==> src/rtl/branch_predictor.sv <==
// Direct-mapped BTB plus saturating direction counters, optionally gshare-indexed.
// Predicts next-PC in Fetch; trains and detects mispredicts in Execute.
module branch_predictor #(
   parameter int WIDTH    = 32,
   parameter int ENTRIES  = 16,
   parameter int CTR_BITS = 2,
   parameter int GHR_BITS = 0
) (
   input  logic             clk,
   input  logic             rst,
   input  logic [WIDTH-1:0] PC_F,
   output logic             pred_taken_F,
   output logic [WIDTH-1:0] pred_target_F,
   input  logic             update_E,
   input  logic [WIDTH-1:0] PC_E,
   input  logic             is_branch_E,
   input  logic             is_jump_E,
   input  logic             taken_E,
   input  logic [WIDTH-1:0] target_E,
   input  logic             pred_taken_E,
   input  logic [WIDTH-1:0] pred_target_E,
   output logic             mispredict_E,
   output logic [WIDTH-1:0] redirect_E
);

   localparam int IDX   = $clog2(ENTRIES);
   localparam int TAG_W = WIDTH - IDX - 2;
   localparam logic [CTR_BITS-1:0] CTR_INIT =
      CTR_BITS'((1 << (CTR_BITS - 1)) - 1);
   localparam logic [CTR_BITS-1:0] CTR_MAX = '1;

   logic                valid_q [ENTRIES];
   logic                jump_q  [ENTRIES];
   logic [TAG_W-1:0]    tag_q   [ENTRIES];
   logic [WIDTH-1:0]    tgt_q   [ENTRIES];
   logic [CTR_BITS-1:0] ctr_q   [ENTRIES];

   logic [IDX-1:0]      hist;
   logic                br_upd;

   assign br_upd = update_E && is_branch_E;

   // History lives only in the gshare build; bimodal indexes directly.
   generate
      if (GHR_BITS > 0) begin : g_ghr
         logic [GHR_BITS-1:0] ghr_q;
         always_ff @(posedge clk) begin
            if (rst)
               ghr_q <= '0;
            else if (br_upd)
               ghr_q <= GHR_BITS'({ghr_q, taken_E});
         end
         assign hist = IDX'(ghr_q);
      end else begin : g_bim
         assign hist = '0;
      end
   endgenerate

   logic [IDX-1:0]   idx_f;
   logic [IDX-1:0]   cidx_f;
   logic [TAG_W-1:0] tag_f;
   logic             hit_f;

   assign idx_f  = PC_F[IDX+1:2];
   assign tag_f  = PC_F[WIDTH-1:IDX+2];
   assign cidx_f = idx_f ^ hist;
   assign hit_f  = valid_q[idx_f] && (tag_q[idx_f] == tag_f);

   assign pred_taken_F =
      hit_f && (jump_q[idx_f] || ctr_q[cidx_f][CTR_BITS-1]);
   assign pred_target_F =
      pred_taken_F ? tgt_q[idx_f] : PC_F + WIDTH'(4);

   logic [WIDTH-1:0] seq_e;
   logic [WIDTH-1:0] actual_next;
   logic [WIDTH-1:0] pred_next;

   assign seq_e       = PC_E + WIDTH'(4);
   assign actual_next = taken_E ? target_E : seq_e;
   assign pred_next   = pred_taken_E ? pred_target_E : seq_e;
   assign mispredict_E = update_E && (actual_next != pred_next);
   assign redirect_E   = actual_next;

   logic [IDX-1:0]      idx_e;
   logic [IDX-1:0]      cidx_e;
   logic [TAG_W-1:0]    tag_e;
   logic [CTR_BITS-1:0] ctr_cur;
   logic [CTR_BITS-1:0] ctr_nxt;
   logic                btb_wr;
   logic                alias_clr;

   assign idx_e  = PC_E[IDX+1:2];
   assign tag_e  = PC_E[WIDTH-1:IDX+2];
   assign cidx_e = idx_e ^ hist;

   assign btb_wr = (is_branch_E && taken_E) || is_jump_E;
   // A non-control instruction predicted taken hit a stale entry.
   assign alias_clr = !is_branch_E && !is_jump_E && pred_taken_E &&
                      (tag_q[idx_e] == tag_e);

   always_comb begin
      ctr_cur = ctr_q[cidx_e];
      ctr_nxt = ctr_cur;
      if (taken_E) begin
         if (ctr_cur != CTR_MAX)
            ctr_nxt = ctr_cur + CTR_BITS'(1);
      end else begin
         if (ctr_cur != '0)
            ctr_nxt = ctr_cur - CTR_BITS'(1);
      end
   end

   always_ff @(posedge clk) begin
      if (rst) begin
         for (int i = 0; i < ENTRIES; i++) begin
            valid_q[i] <= 1'b0;
            jump_q[i]  <= 1'b0;
            tag_q[i]   <= '0;
            tgt_q[i]   <= '0;
            ctr_q[i]   <= CTR_INIT;
         end
      end else if (update_E) begin
         if (is_branch_E)
            ctr_q[cidx_e] <= ctr_nxt;
         unique case (1'b1)
            btb_wr: begin
               valid_q[idx_e] <= 1'b1;
               jump_q[idx_e]  <= is_jump_E;
               tag_q[idx_e]   <= tag_e;
               tgt_q[idx_e]   <= target_E;
            end
            alias_clr: valid_q[idx_e] <= 1'b0;
            default: ;
         endcase
      end
   end

   logic unused_ok;
   assign unused_ok = ^{PC_F[1:0], PC_E[1:0]};

endmodule

==> config.mk <==
export PLATFORM = sky130hd
export DESIGN_NAME = branch_predictor
export DESIGN_NICKNAME = d
export VERILOG_FILES = /design/src/rtl/branch_predictor.sv
export SDC_FILE = /design/constraint.sdc
export NUM_CORES = 2
export LEC_CHECK = 0
export CAP_MARGIN = 30
export CORE_MARGIN = 2
export CORE_UTILIZATION = 62
export CTS_CLUSTER_SIZE = 28
export DETAILED_ROUTE_END_ITERATION = 6
export PLACE_DENSITY = 0.81
export REMOVE_ABC_BUFFERS = 1
export SYNTH_ARGS = -nofsm -noshare
export SYNTH_HDL_FRONTEND = slang
export SYNTH_SLANG_ARGS = --single-unit
==> constraint.sdc <==
create_clock -name clk -period 3.7 [get_ports clk]
set_input_delay 0.37 -clock clk [delete_from_list [all_inputs] [get_ports clk]]
set_output_delay 0.37 -clock clk [all_outputs]
set_load 0.02 [all_outputs]
==> results.toml <==
[grt]
grt.total_usage = 0.4449
grt_pass1_wl_mm = 265.7
antenna_found_initial = 8
overflow = 0
first_global_vias = 36890
grt_max_degree = 177

[timing]
period_share = 1.144
worstMarginPinSlew_ps = 1053
tns_ps = -16220
rsz0062_at_grt = "yes"
setup_viol = 34
relSlewSlack = 0.2983
fin_skew_ps = 32.66
min_period_ps = 4234
finalWorstSetupSlack_ps = -533.5
hold_viol_final = 0
max_freq_ghz = 0.2362
slew_violations = 0

[setup_path]
reg2reg_slack_ps = 450
path_max_fanout = 5
critical_path_class = "register to output pin"
worstPathRequired_ps = 3330
cp-end-kind = "output pin"
r2r_end = "valid_q[8]"
timing.rr.start = "tag_q[14][2]"
r2r_cells = 10
start_kind = "register"
cp_data_arrival_time_ps = 3860

[power]
worst_ir_drop_vdd_v = 0.0003930
leakagePower_nw = 22.20
internal_power_w = 0.02026
switchingPower_w = 0.006938
clock_power_share = 0.366
seq_power_share = 0.486
p_comb_frac = 0.148
power-per-cell-area_nw_per_um2 = 434.1
swShare = 0.2551

[logic_synthesis]
synth_xor_area_frac = 0.03178
synth.mux.area_fraction = 0.2023
yosysUniqueCellTypes = 72
yosys.area.top_type = "edfxtp_1"
synth_ff_type = "edfxtp_1"
synth_most_common_cell = "edfxtp_1"
async_reset_ff_frac = 0
synth_edf_count = 992
netlist_area_um2 = 52160
synth_commonest_cells = "edfxtp_1, and2_1, mux4_2, clkbuf_1, nor3_1"
synth-simple-area-share = 0.1444
synthCells = 3532
synth_area_leaders = "edfxtp_1, mux4_2, and2_1"
synth-adder-area-share = 0.001583
synth_compound_area_frac = 0.01742
synth_top_area_share = 0.5711
syn_avg_cell_area_um2 = 14.77
synth_top_family_by_area = "multiplexers"
ys.warnings.count = 0
synth-seq-area-share = 0.5711
ys_seq_elements = 992

[floorplan]
die_area_um2 = 86460
initial_utilization = 0.6252
placementRows = 106
die_height_um = 294.0
coreArea_um2 = 83420
fp.dieW_um = 294.0
pin_count = 201

[route]
antenna_left = 0
post_drt_wl_per_cell_um = 37.11
drc_errors = 20
routed_via_density = 7.245
firstDrtPassIters = 7
drtIter0Drc = 6355
routed_wl_mm = 190.9
vias = 37270

[clocking]
path_clk_slew_ps = 60
cts_made_buffers = 99
cts-root-buf = "clkbuf_16"
htree_levels = 3
cts_tree = "built"
insertion_delay_ps = 680
cts.sinks = 992
cts_buffer_depth = 3

[finish]
layout.cells.non_filler = 5144
finalInstanceArea_um2 = 62650
fin_nets = 4121
fin_util = 0.7510
area_growth_pct = 20.12
layout-drive-gt1-share = 0.3108

[min_path]
holdPathStages = 3
hold_start = "PC_E[8]"
min_path_type = "input port to register"
min_to = "tag_q[10][2]"

[outcome]
status = "finished with violations"
violations = "design-rule violations, negative setup slack"

[placement]
dpl.hpwl_mm = 119.1
port_buffers = 200
dp.cells = 4937
gp_congestion = 1.014
placed_cell_area_um2 = 58650

[run]
max_cap_violations = 0
## worst max-delay path: stages (launching register included)
cell	delay (ps)
edfxtp_1	420
mux4_2	480
mux4_2	570
xnor2_4	240
nand4_1	210
nor3_1	190
buf_4	150
nand4_4	90
buf_12	190
buf_16	160
mux2_4	340
buf_6	140
## cells in the final DEF, fill, tap and decap left out, types with 19 or more instances in the layout
| master | netlist | routed |
|---|---|---|
| and2_1 | 771 | 771 |
| buf_12 | 0 | 66 |
| buf_4 | 8 | 425 |
| buf_6 | 6 | 48 |
| clkbuf_1 | 274 | 19 |
| clkbuf_16 | 0 | 103 |
| clkdlybuf4s50_1 | 0 | 130 |
| clkinv_1 | 12 | 40 |
| dlymetal6s2s_1 | 0 | 19 |
| edfxtp_1 | 992 | 992 |
| mux2_2 | 20 | 20 |
| mux2_4 | 28 | 28 |
| mux2i_1 | 63 | 62 |
| mux4_2 | 406 | 407 |
| nand2_1 | 74 | 74 |
| nand3_1 | 31 | 29 |
| nand4_1 | 31 | 31 |
| nor2_1 | 71 | 52 |
| nor3_1 | 213 | 211 |
| o21ai_0 | 22 | 19 |
| xnor2_1 | 122 | 112 |
| xor2_1 | 57 | 56 |
## flip-flops by register name, summed over array words and instances (netlist names)
register / count
ctr_q: 32
tgt_q: 512
jump_q: 16
tag_q: 416
valid_q: 16
## layout make-up
cell class,instances,area (um^2)
timing repair buffer,719,6968
sequential,992,29790
inverter,28,111.4
clock inverter,61,545.5
tap,1080,1351
multi-input combinational,2141,21280
clock buffer,120,2599
antenna,3,7.507
fill,4946,20770
## kinds of logic after synthesis
family / count (synthesis)
flip-flops: 992
XOR/XNOR: 183
AO/OA/AOI/OAI: 128
multiplexers: 522
buffers and inverters: 399
adder cells (fa/ha/maj): 7
AND/OR/NAND/NOR: 1301
## repair_timing
item,4_1_cts,5_1_grt
pin swaps,11,24
hold buffers,0,0
setup buffers,5,15
cloned,2,2
hold endpoints to repair,0,0
gates resized for setup,208,140
endpoints found under the setup margin,43,44
## metrics by stage
step / hold WS [ps] / setup slack [ps] / power [W]
CTS: 416.1 / -504.4 / 0.02693
global placement: 1128 / -1160 / 0.01710
global route: 260.1 / -566.0 / 0.02767
detailed placement: 1115 / -1118 / 0.01721
floorplan: 520.5 / -2971 / 0.01500
finish: 241.7 / -533.5 / 0.02720
## metal layers
metal  up-vias  global-route usage  wire length [um]
met5         -                   0                24
met4         4              0.2511             12640
met1     18340              0.5894             62700
met3       770              0.1706             33330
met2      3855              0.6351             82220
li1      14300                   -                 -
## power groups by stage
stage               registers [W]  clock network [W]  logic [W]
floorplan                  0.0133                  0    0.00168
global placement           0.0134                  0    0.00375
detailed placement         0.0134                  0    0.00378
CTS                        0.0132            0.00990    0.00383
global route               0.0133             0.0103    0.00409
finish                     0.0132            0.00995    0.00403
## worst max-delay path by stage
stage | start | to | slack [ps]
final | tag_q[4][6] | pred_target_F[19] | -530
after detailed placement | PC_E[16] | mispredict_E | -1120
after global routing | tag_q[13][6] | pred_target_F[0] | -570
after floorplan | is_branch_E | valid_q[10] | -2970
after CTS | tag_q[4][6] | pred_target_F[19] | -500
after global placement | PC_E[16] | mispredict_E | -1160
No activity file was read; power rests on OpenSTA's default activity.
